===== src/rtl/nibble_bus_arbiter.sv =====
// Two-requester arbiter for the shared nibble memory bus: round-robin ownership with lock,
// starvation limit, optional turnaround cycle and one-cycle-delayed read responses.
module nibble_bus_arbiter #(
    parameter int unsigned MAX_HOLD   = 8,
    parameter int unsigned TURNAROUND = 1
) (
    input  logic       clk,
    input  logic       rst,

    input  logic       req0_valid,
    input  logic       req0_write,
    input  logic       req0_lock,
    input  logic [7:0] req0_addr,
    input  logic [3:0] req0_ctrl,
    input  logic [3:0] req0_wdata,
    output logic       req0_ready,
    output logic       rsp0_valid,
    output logic [3:0] rsp0_data,

    input  logic       req1_valid,
    input  logic       req1_write,
    input  logic       req1_lock,
    input  logic [7:0] req1_addr,
    input  logic [3:0] req1_ctrl,
    input  logic [3:0] req1_wdata,
    output logic       req1_ready,
    output logic       rsp1_valid,
    output logic [3:0] rsp1_data,

    output logic [7:0] bus_addr,
    output logic [3:0] bus_ctrl,
    output logic [3:0] bus_wdata,
    output logic [7:0] bus_oe,
    input  logic [3:0] bus_rdata,
    output logic [1:0] bus_owner
);

    localparam int unsigned HW = (MAX_HOLD > 1) ? $clog2(MAX_HOLD) : 1;
    localparam logic [HW-1:0] HOLD_LAST = HW'(MAX_HOLD - 1);

    typedef enum logic [1:0] {StIdle, StOwn0, StOwn1, StTurn} state_t;

    state_t        state_q, state_d;
    logic          target_q, target_d;
    logic          last_q, last_d;
    logic [HW-1:0] hold_q, hold_d;
    logic          rsp0_valid_q, rsp1_valid_q;
    logic [3:0]    rsp0_data_q, rsp1_data_q;

    // Current owner index and the view of both requesters from the owner's side.
    logic cur, own_valid, own_lock, oth_valid;

    always_comb begin
        cur       = (state_q == StOwn1);
        own_valid = cur ? req1_valid : req0_valid;
        own_lock  = cur ? req1_lock  : req0_lock;
        oth_valid = cur ? req0_valid : req1_valid;
    end

    always_comb begin
        state_d  = state_q;
        target_d = target_q;
        last_d   = last_q;
        hold_d   = hold_q;
        unique case (state_q)
            StIdle: begin
                hold_d = '0;
                if (req0_valid && req1_valid) begin
                    state_d = last_q ? StOwn0 : StOwn1;
                end else if (req0_valid) begin
                    state_d = StOwn0;
                end else if (req1_valid) begin
                    state_d = StOwn1;
                end
            end
            StOwn0, StOwn1: begin
                if (oth_valid && (!own_lock || hold_q == HOLD_LAST)) begin
                    last_d   = cur;
                    target_d = !cur;
                    hold_d   = '0;
                    if (TURNAROUND != 0) begin
                        state_d = StTurn;
                    end else begin
                        state_d = cur ? StOwn0 : StOwn1;
                    end
                end else if (!own_valid && !own_lock) begin
                    state_d = StIdle;
                    last_d  = cur;
                    hold_d  = '0;
                end else if (oth_valid) begin
                    if (hold_q != HOLD_LAST) begin
                        hold_d = hold_q + HW'(1);
                    end
                end else begin
                    hold_d = '0;
                end
            end
            StTurn: begin
                hold_d  = '0;
                state_d = target_q ? StOwn1 : StOwn0;
            end
            default: state_d = StIdle;
        endcase
    end

    always_ff @(posedge clk or posedge rst) begin
        if (rst) begin
            state_q  <= StIdle;
            target_q <= 1'b0;
            last_q   <= 1'b1;
            hold_q   <= '0;
        end else begin
            state_q  <= state_d;
            target_q <= target_d;
            last_q   <= last_d;
            hold_q   <= hold_d;
        end
    end

    assign req0_ready = (state_q == StOwn0) && req0_valid;
    assign req1_ready = (state_q == StOwn1) && req1_valid;
    assign bus_owner  = {state_q == StOwn1, state_q == StOwn0};

    always_comb begin
        bus_addr  = 8'h00;
        bus_ctrl  = 4'h0;
        bus_wdata = 4'h0;
        bus_oe    = 8'hF0;
        if (req0_ready) begin
            bus_addr  = req0_addr;
            bus_ctrl  = req0_ctrl;
            bus_wdata = req0_write ? req0_wdata : 4'h0;
            bus_oe    = req0_write ? 8'hFF : 8'hF0;
        end else if (req1_ready) begin
            bus_addr  = req1_addr;
            bus_ctrl  = req1_ctrl;
            bus_wdata = req1_write ? req1_wdata : 4'h0;
            bus_oe    = req1_write ? 8'hFF : 8'hF0;
        end
    end

    // Read data is captured on the transfer edge and presented for one cycle.
    always_ff @(posedge clk or posedge rst) begin
        if (rst) begin
            rsp0_valid_q <= 1'b0;
            rsp1_valid_q <= 1'b0;
            rsp0_data_q  <= 4'h0;
            rsp1_data_q  <= 4'h0;
        end else begin
            rsp0_valid_q <= req0_ready && !req0_write;
            rsp1_valid_q <= req1_ready && !req1_write;
            if (req0_ready && !req0_write) begin
                rsp0_data_q <= bus_rdata;
            end
            if (req1_ready && !req1_write) begin
                rsp1_data_q <= bus_rdata;
            end
        end
    end

    assign rsp0_valid = rsp0_valid_q;
    assign rsp1_valid = rsp1_valid_q;
    assign rsp0_data  = rsp0_data_q;
    assign rsp1_data  = rsp1_data_q;

endmodule

===== config.mk =====
export PLATFORM = sky130hd
export DESIGN_NAME = nibble_bus_arbiter
export DESIGN_NICKNAME = d
export VERILOG_FILES = /design/src/rtl/nibble_bus_arbiter.sv
export SDC_FILE = /design/constraint.sdc
export NUM_CORES = 1
export LEC_CHECK = 0
export CAP_MARGIN = 15
export CORE_AREA = 2 2 64 66
export DETAILED_ROUTE_END_ITERATION = 10
export DIE_AREA = 0 0 66 68
export GPL_ROUTABILITY_DRIVEN = 0
export PLACE_DENSITY = 0.74
export SLEW_MARGIN = 0
export SYNTH_ARGS = -nofsm -noshare
export SYNTH_HDL_FRONTEND = slang
export SYNTH_SLANG_ARGS = --single-unit

===== constraint.sdc =====
create_clock -name clk -period 2.1 [get_ports clk]
set_input_delay 0.63 -clock clk [delete_from_list [all_inputs] [get_ports clk]]
set_output_delay 0.63 -clock clk [all_outputs]
set_load 0.02 [all_outputs]

==> Yosys cells after proc, flatten, opt, wreduce, memory -nomap -nowiden <==
Cells that the tools add are included.
{ "word_totals": {"reg_bits": 17, "latch_bits": 0, "ramBits": 0, "rom_bits": 0, "inputBits": 44, "output_inout_bits": 38, "wordCells": 67, "n_memories": 0} }
{ "classes": {"add_sub_neg": 1, "n_mul": 0, "div": 0, "n_lt_le_gt_ge": 0, "eq_ne": 8, "shifts": 0, "n_mux": 30, "bitwise": 0, "n_reduce_logical": 20} }
{ "ops": {"columns": ["operator", "n"], "rows": [
  ["4-bit 2-to-1 mux", 10],
  ["8-bit 2-to-1 mux", 2],
  ["2-bit 2-to-1 mux", 7],
  ["3-bit 2-to-1 mux", 4],
  ["1-bit logical AND", 7],
  ["3-bit != test (second input constant)", 2],
  ["2-bit case mux with 3 select lines", 1],
  ["3-bit case mux with 2 select lines", 1],
  ["2-bit AND reduction", 3],
  ["1-bit zero test", 5],
  ["1-bit 2-to-1 mux", 5],
  ["5-bit != test (second input constant)", 1],
  ["2-bit equality test (second input constant)", 2],
  ["4-bit != test (second input constant)", 1],
  ["2-bit OR reduction", 2],
  ["3-bit by 1-bit adder with 3-bit output (second input constant)", 1],
  ["3-bit equality test (second input constant)", 1],
  ["2-bit by 1-bit equality test with 1-bit output (second input constant)", 1],
  ["2-bit zero test", 1],
  ["2-bit nonzero test", 1],
  ["1-bit logical OR", 1]
]} }

==> Longest topological paths before layout <==
Gate-level depths: netlist of run 1.
{ "logic_depth": {"word_depth": 7, "ltp_mapped": 8, "ltp_nobuf": 7} }

==> Worst setup path before layout of run 1 <==
OpenSTA, ideal clock, no wires.
{ "synth_path": {"path_kind": "register to output", "from": "register state_q[1]", "to": "output port bus_oe[1]", "arrival_time_ns": 1.878, "required_ns": 1.470, "slack_ns": -0.408, "stages_incl_launch_ff": 9, "path_buffers": 2, "cell_sequence": "dfrtp_1 inv_1 ha_1 and2_1 buf_2 nor2_1 and2_1 or2_1 buf_4"} }
{ "synth_via": {"elab_cells_between_ends": 6, "cone_classes": "eq/ne (2); mux (2); reduce/logical (2)"} }
{ "synth_lines": {"columns": ["item", "line_no", "rtl"], "rows": [
  ["start, declared", "43", "state_t state_q, state_d;"],
  ["start signal, assigned", "108", "state_q <= StIdle;"],
  ["start signal, assigned", "113", "state_q <= state_d;"],
  ["2-bit by 1-bit equality test with 1-bit output", null, null],
  ["net bus_owner[0]", "35", "output logic [1:0] bus_owner"],
  ["1-bit logical AND", "120", "assign req0_ready = (state_q == StOwn0) && req0_valid;"],
  ["4-bit 2-to-1 mux", "129", "if (req0_ready) begin"],
  ["end, declared", "33", "output logic [7:0] bus_oe,"]
]} }
The timed path passes the listed nets, and every way through them passes these cells.

==> Worst setup path in the final report of run 1 <==
{ "layout_path": {"from": "input port req1_write", "to": "output port bus_oe[0]"} }
{ "layout_via": {"elab_chain_cells": 3} }
{ "layout_lines": {"columns": ["item", "line_no", "rtl"], "rows": [
  ["start, declared", "21", "input logic req1_write,"],
  ["4-bit 2-to-1 mux", "138", "bus_oe = req1_write ? 8'hFF : 8'hF0;"],
  ["4-bit 2-to-1 mux", "134", "end else if (req1_ready) begin"],
  ["4-bit 2-to-1 mux", "129", null]
]} }
Every way passes these cells.

==> results of run 1 <==
## path summary, 6_finish.rpt
| check | startpoint | to | slack [ps] | cells past startpoint |
|---|---|---|---|---|
| setup reg to reg | state_q[1]$_DFFE_PP0P_ | state_q[0]$_DFFE_PP0P_ | -50 | 11 |
| min in group asynchronous | rst | rsp0_data[3]$_DFFE_PP0P_ | 750 | 2 |
| hold reg to reg | hold_q[0]$_DFFE_PP0P_ | hold_q[0]$_DFFE_PP0P_ | 430 | 1 |
| setup / recovery | req1_write | bus_oe[0] | -200 | 4 |
| max in group asynchronous | rst | target_q$_DFFE_PP0P_ | 940 | 2 |
| hold / removal | hold_q[0]$_DFFE_PP0P_ | hold_q[0]$_DFFE_PP0P_ | 430 | 1 |
## cell type report
cell class / instances / area, um^2 / area share [%]
tap: 50 / 62.56 / 2.933
clock inverter: 1 / 5.005 / 0.2346
clock buffer: 3 / 41.29 / 1.935
multi-input combinational: 73 / 674.4 / 31.61
inverter: 8 / 30.03 / 1.408
sequential: 17 / 426.7 / 20.00
timing repair buffer: 98 / 893.4 / 41.88
## layer usage
| metal | routed length, um | global-route usage, % | part of all wire [%] |
|---|---|---|---|
| met5 | 0 | 0 | 0 |
| met4 | 28 | 3.827 | 0.80 |
| met3 | 374 | 4.770 | 11 |
| met2 | 1853 | 28.03 | 53 |
| met1 | 1263 | 16.02 | 36 |
## registers in the layout (all words and copies together) (netlist names)
| name | count |
|---|---|
| rsp1_valid | 1 |
| target_q | 1 |
| rsp1_data | 4 |
| rsp0_data | 4 |
| hold_q | 3 |
| rsp0_valid | 1 |
| state_q | 2 |
| last_q | 1 |
## logic make-up after synthesis
kind of cell               count (synthesis)  share of synthesized area, %
other                                      1                        0.3297
muxes                                     12                         11.99
DFF                                       17                         37.51
adders and majority gates                  8                         8.801
AOI/OAI and AO/OA                         25                         20.02
buffers and inverters                     20                         9.681
and+or+nand+nor                           24                         11.66
## repair_timing
| action | 4_1_cts | 5_1_grt |
|---|---|---|
| hold buffers | 0 | 0 |
| setup endpoints to repair | 25 | 22 |
| pin swaps | 10 | 6 |
| gates resized for setup | 123 | 5 |
| cloned | 0 | 0 |
| buffers inserted | 4 | 2 |
## placed cells by master (no fill, tap or decap), types with 2 or more instances in the layout
cell type	instances
conb_1	4
and2_4	2
a21oi_1	2
buf_2	11
dlygate4sd2_1	3
clkbuf_8	3
nor2_1	5
o21ai_0	3
ha_1	5
inv_2	2
buf_6	11
dfrtp_1	16
nand2b_1	2
buf_4	21
inv_1	6
mux2_2	8
a22o_1	16
ha_4	2
clkdlybuf4s50_1	50
nand2_1	5
## report_power, final
part	switching, mW	total, mW	internal (mW)
combinational	0.774	1.66	0.885
sequential	0.0799	0.544	0.464
clock	0.116	0.248	0.132
## stage by stage
step	total power [mW]	hold slack (ps)	utilization (%)
final	2.450	434.9	55.32
after global routing	2.614	476.5	55.32
after CTS	2.434	440.0	54.48
after detailed placement	2.151	430.1	53.54
after global placement	2.107	418.9	53.54
after floorplan	1.469	409.9	-
## critical path, stage by stage
cell	delay, ps
clkdlybuf4s50_1	430
and2_4	190
or2_4	280
buf_6	140
==> results.sh, run 1 <==
export IMPL_outcome="finished, violations left"
export IMPL_violations="setup timing"
export IMPL_ir_worst_vdd_mv=0.7143
export IMPL_netlist_area_um2=1137
export IMPL_async_flop_share_pct=100.0
export IMPL_synth_cells=107
export IMPL_synthTopCellsByArea="dfrtp_1, a22o_1, ha_1, mux2_2, buf_4"
export IMPL_cts_path_max_buffers=2
export IMPL_leakage_nw=1.004
export IMPL_cts_tree="yes"
export IMPL_synth_top_area_cell="dfrtp_1"
export IMPL_ios=82
export IMPL_period_minus_slack_ps=2296
export IMPL_row_count=23
export IMPL_ys_flop_type="dfrtp_1"
export IMPL_worstSetupPathType="input port to output port"
export IMPL_fp_dieH_um=68
export IMPL_hold_class="flop to flop"
export IMPL_dp_hpwl_mm=2.897
export IMPL_hold_violations=0
export IMPL_synth_top_area_share_pct=35.20
export IMPL_htreeDepth=1
export IMPL_min_period_over_period_pct=109.3
export IMPL_synth_edf_count=0
export IMPL_drive_gt1_share_pct=39.00
export IMPL_firstDrtPassIters=4
export IMPL_die_w_um=66
export IMPL_ys_top_cells_by_count="a22o_1, dfrtp_1"
export IMPL_die_area_um2=4488
export IMPL_wl_mm=3.520
export IMPL_max_slew_margin_pct=57.48
export IMPL_gr_total_overflow=0
export IMPL_arrival_ps=1670
export IMPL_setup_ws_ps=-195.6
export IMPL_grt_pass1_wl_mm=5.140
export IMPL_setup_violations=22
export IMPL_place_ws_ps=-845.3
export IMPL_first_global_vias=1099
export IMPL_yosysUniqueCellTypes=29
export IMPL_numCtsBuffers=3
export IMPL_start_kind="input port"
export IMPL_slew_viol_final=0
export IMPL_vias_per_cell=4.500
export IMPL_antenna_found_initial=0
export IMPL_syn_area_per_cell_um2=10.63
export IMPL_tightest_slew_ps=637.1
export IMPL_worstPathMaxFanout=5
export IMPL_vias=1125
export IMPL_wl_per_cell_um=14.08
export IMPL_ys_seq_area_share_pct=37.51
export IMPL_num_antenna_cells=0
export IMPL_antenna_left=0
export IMPL_portBuffers=77
export IMPL_max_cap_violations=0
export IMPL_initial_core_util_pct=29.49
export IMPL_setup_tns_ps=-2946
export IMPL_rsz0062_at_grt="yes"
export IMPL_track_usage_pct=14.84
export IMPL_place_area_um2=2064
export IMPL_clock_latency_ps=260
export IMPL_design_area_um2=2133
export IMPL_yosys_warnings=0
export IMPL_finalNonFillerCells=250
export IMPL_clkTransAtPathRegs_ps=60
export IMPL_end_kind="output port"
export IMPL_cp_required_ps=1470
export IMPL_cts_root_buf="clkbuf_8"
export IMPL_ys_ff_latch=17
export IMPL_dp_cells=241
export IMPL_skew_ps=5.736
export IMPL_area_growth_pct=87.57
export IMPL_grt_start_max_net_pins=18
export IMPL_cts_sinks=17
export IMPL_nFillCells=369
export IMPL_yosysMostFrequentCell="a22o_1"
export IMPL_pwr_density_cell_nw_per_um2=1149
export IMPL_fmax_ghz=0.4356
export IMPL_dr_first_iter_drc_count=8
export IMPL_core_area_um2=3856
export IMPL_fin_nets=253
export IMPL_drcViolationCount=0
Power figures use the tool's default switching activity.
==> inputs of run 2 (changes only) <==
--- a/config.mk
+++ b/config.mk
@@ -7,6 +7,7 @@
 export LEC_CHECK = 0
 export CAP_MARGIN = 15
 export CORE_AREA = 2 2 64 66
+export CTS_CLUSTER_DIAMETER = 30
 export DETAILED_ROUTE_END_ITERATION = 10
 export DIE_AREA = 0 0 66 68
 export GPL_ROUTABILITY_DRIVEN = 0
==> results of run 2 <==
No change in the layout: final DEF, timing and power equal those of run 1.
==> inputs of run 3 (changes only) <==
--- a/config.mk
+++ b/config.mk
@@ -12,6 +12,7 @@
 export DIE_AREA = 0 0 66 68
 export GPL_ROUTABILITY_DRIVEN = 0
 export PLACE_DENSITY = 0.74
+export REMOVE_ABC_BUFFERS = 1
 export SLEW_MARGIN = 0
 export SYNTH_ARGS = -nofsm -noshare
 export SYNTH_HDL_FRONTEND = slang
==> results.sh, run 3 (synthesis gave the netlist of run 1 again) <==
export IMPL_outcome="finished, violations left"
export IMPL_violations="setup timing"
export IMPL_firstDrtPassIters=3
export IMPL_drive_gt1_share_pct=40.00
export IMPL_dp_hpwl_mm=2.907
export IMPL_cts_path_max_buffers=2
export IMPL_wl_per_cell_um=14.58
export IMPL_ir_worst_vdd_mv=0.8580
export IMPL_ios=82
export IMPL_initial_core_util_pct=29.49
export IMPL_cp_required_ps=1470
export IMPL_final_common_cell="clkdlybuf4s50_1"
export IMPL_fin_nets=258
export IMPL_setup_violations=20
export IMPL_design_area_um2=2260
export IMPL_final_cell_mix="clkdlybuf4s50_1, buf_6, buf_4"
export IMPL_seqCellArea_um2=427.9
export IMPL_wl_mm=3.717
export IMPL_antenna_found_initial=0
export IMPL_portBuffers=77
export IMPL_fp_dieH_um=68
export IMPL_antenna_left=0
export IMPL_dp_cells=242
export IMPL_setup_ws_ps=-191.8
export IMPL_clock_latency_ps=250
export IMPL_dr_first_iter_drc_count=17
export IMPL_grt_start_max_net_pins=18
export IMPL_period_minus_slack_ps=2292
export IMPL_cts_tree="yes"
export IMPL_end_kind="output port"
export IMPL_final_util_pct=58.60
export IMPL_setup_tns_ps=-3195
export IMPL_skew_ps=3.485
export IMPL_fmax_ghz=0.4363
export IMPL_min_period_over_period_pct=109.1
export IMPL_vias_per_cell=4.565
export IMPL_hold_buffers=0
export IMPL_cts_sinks=17
export IMPL_rsz0062_at_grt="yes"
export IMPL_num_antenna_cells=0
export IMPL_worstPathMaxFanout=7
export IMPL_pwr_density_cell_nw_per_um2=1151
export IMPL_nFillCells=344
export IMPL_multi_input_area_um2=684.4
export IMPL_area_growth_pct=98.68
export IMPL_numCtsBuffers=3
export IMPL_vias=1164
export IMPL_htreeDepth=1
export IMPL_finalNonFillerCells=255
export IMPL_cts_root_buf="clkbuf_8"
export IMPL_drcViolationCount=0
export IMPL_first_global_vias=1271
export IMPL_grt_pass1_wl_mm=5.968
export IMPL_core_area_um2=3856
export IMPL_die_w_um=66
export IMPL_clkTransAtPathRegs_ps=60
export IMPL_track_usage_pct=17.61
export IMPL_max_cap_violations=0
export IMPL_row_count=23
export IMPL_hold_violations=0
export IMPL_gr_total_overflow=0
export IMPL_arrival_ps=1660
export IMPL_hold_class="flop to flop"
export IMPL_place_area_um2=2029
export IMPL_worstSetupPathType="flop to output port"
export IMPL_slew_viol_final=0
export IMPL_fin_hold_ws_ps=442.8
export IMPL_die_area_um2=4488
export IMPL_start_kind="flop"
export IMPL_leakage_nw=1.041
## run 3: worst paths after layout
kind,startpoint,end,slack [ps],cells past startpoint
min,hold_q[0]$_DFFE_PP0P_,hold_q[0]$_DFFE_PP0P_,440,1
max reg2reg,state_q[1]$_DFFE_PP0P_,state_q[1]$_DFFE_PP0P_,110,9
min reg2reg,hold_q[0]$_DFFE_PP0P_,hold_q[0]$_DFFE_PP0P_,440,1
min in group asynchronous,rst,rsp0_data[1]$_DFFE_PP0P_,690,3
max,state_q[1]$_DFFE_PP0P_,bus_addr[4],-190,7
max in group asynchronous,rst,last_q$_DFFE_PP1P_,1160,3
## run 3: cell type report
type	count	share of cell area, %
Multi-Input combinational cell	73	30.29
Timing Repair Buffer	103	44.68
Tap cell	50	2.769
Inverter	8	1.329
Sequential cell	17	18.94
Clock buffer	4	1.993
## run 3: critical path: stages (launching register included)
cell and delay, ps:
dfrtp_1 400, inv_2 70, ha_4 160, and2_4 160
buf_6 130, buf_8 120, a22o_1 230, buf_6 140
## run 3: routing by layer
layer	vias up	routed length, um	track usage, %
met3	6	196	2.467
met5	-	0	0
met2	40	2059	36.11
met4	0	68	5.102
li1	562	-	-
met1	556	1393	18.48
## run 3: what timing repair did
item	CTS	global route
gates resized for setup	152	12
setup endpoints to repair	24	25
buffers inserted	10	3
cloned	2	0
pin swaps	15	7
endpoints found under the hold margin	0	0
## run 3: where the power goes
part,internal [mW],switching [mW]
clock,0.134,0.101
combinational,1.00,0.817
sequential,0.466,0.0804
## run 3: metrics by stage
| step | power [mW] | setup slack [ps] |
|---|---|---|
| floorplan | 1.356 | -1006 |
| global placement | 2.050 | -839.7 |
| detailed placement | 2.095 | -901.8 |
| CTS | 2.607 | -179.1 |
| global route | 2.787 | -215.7 |
| finish | 2.600 | -191.8 |
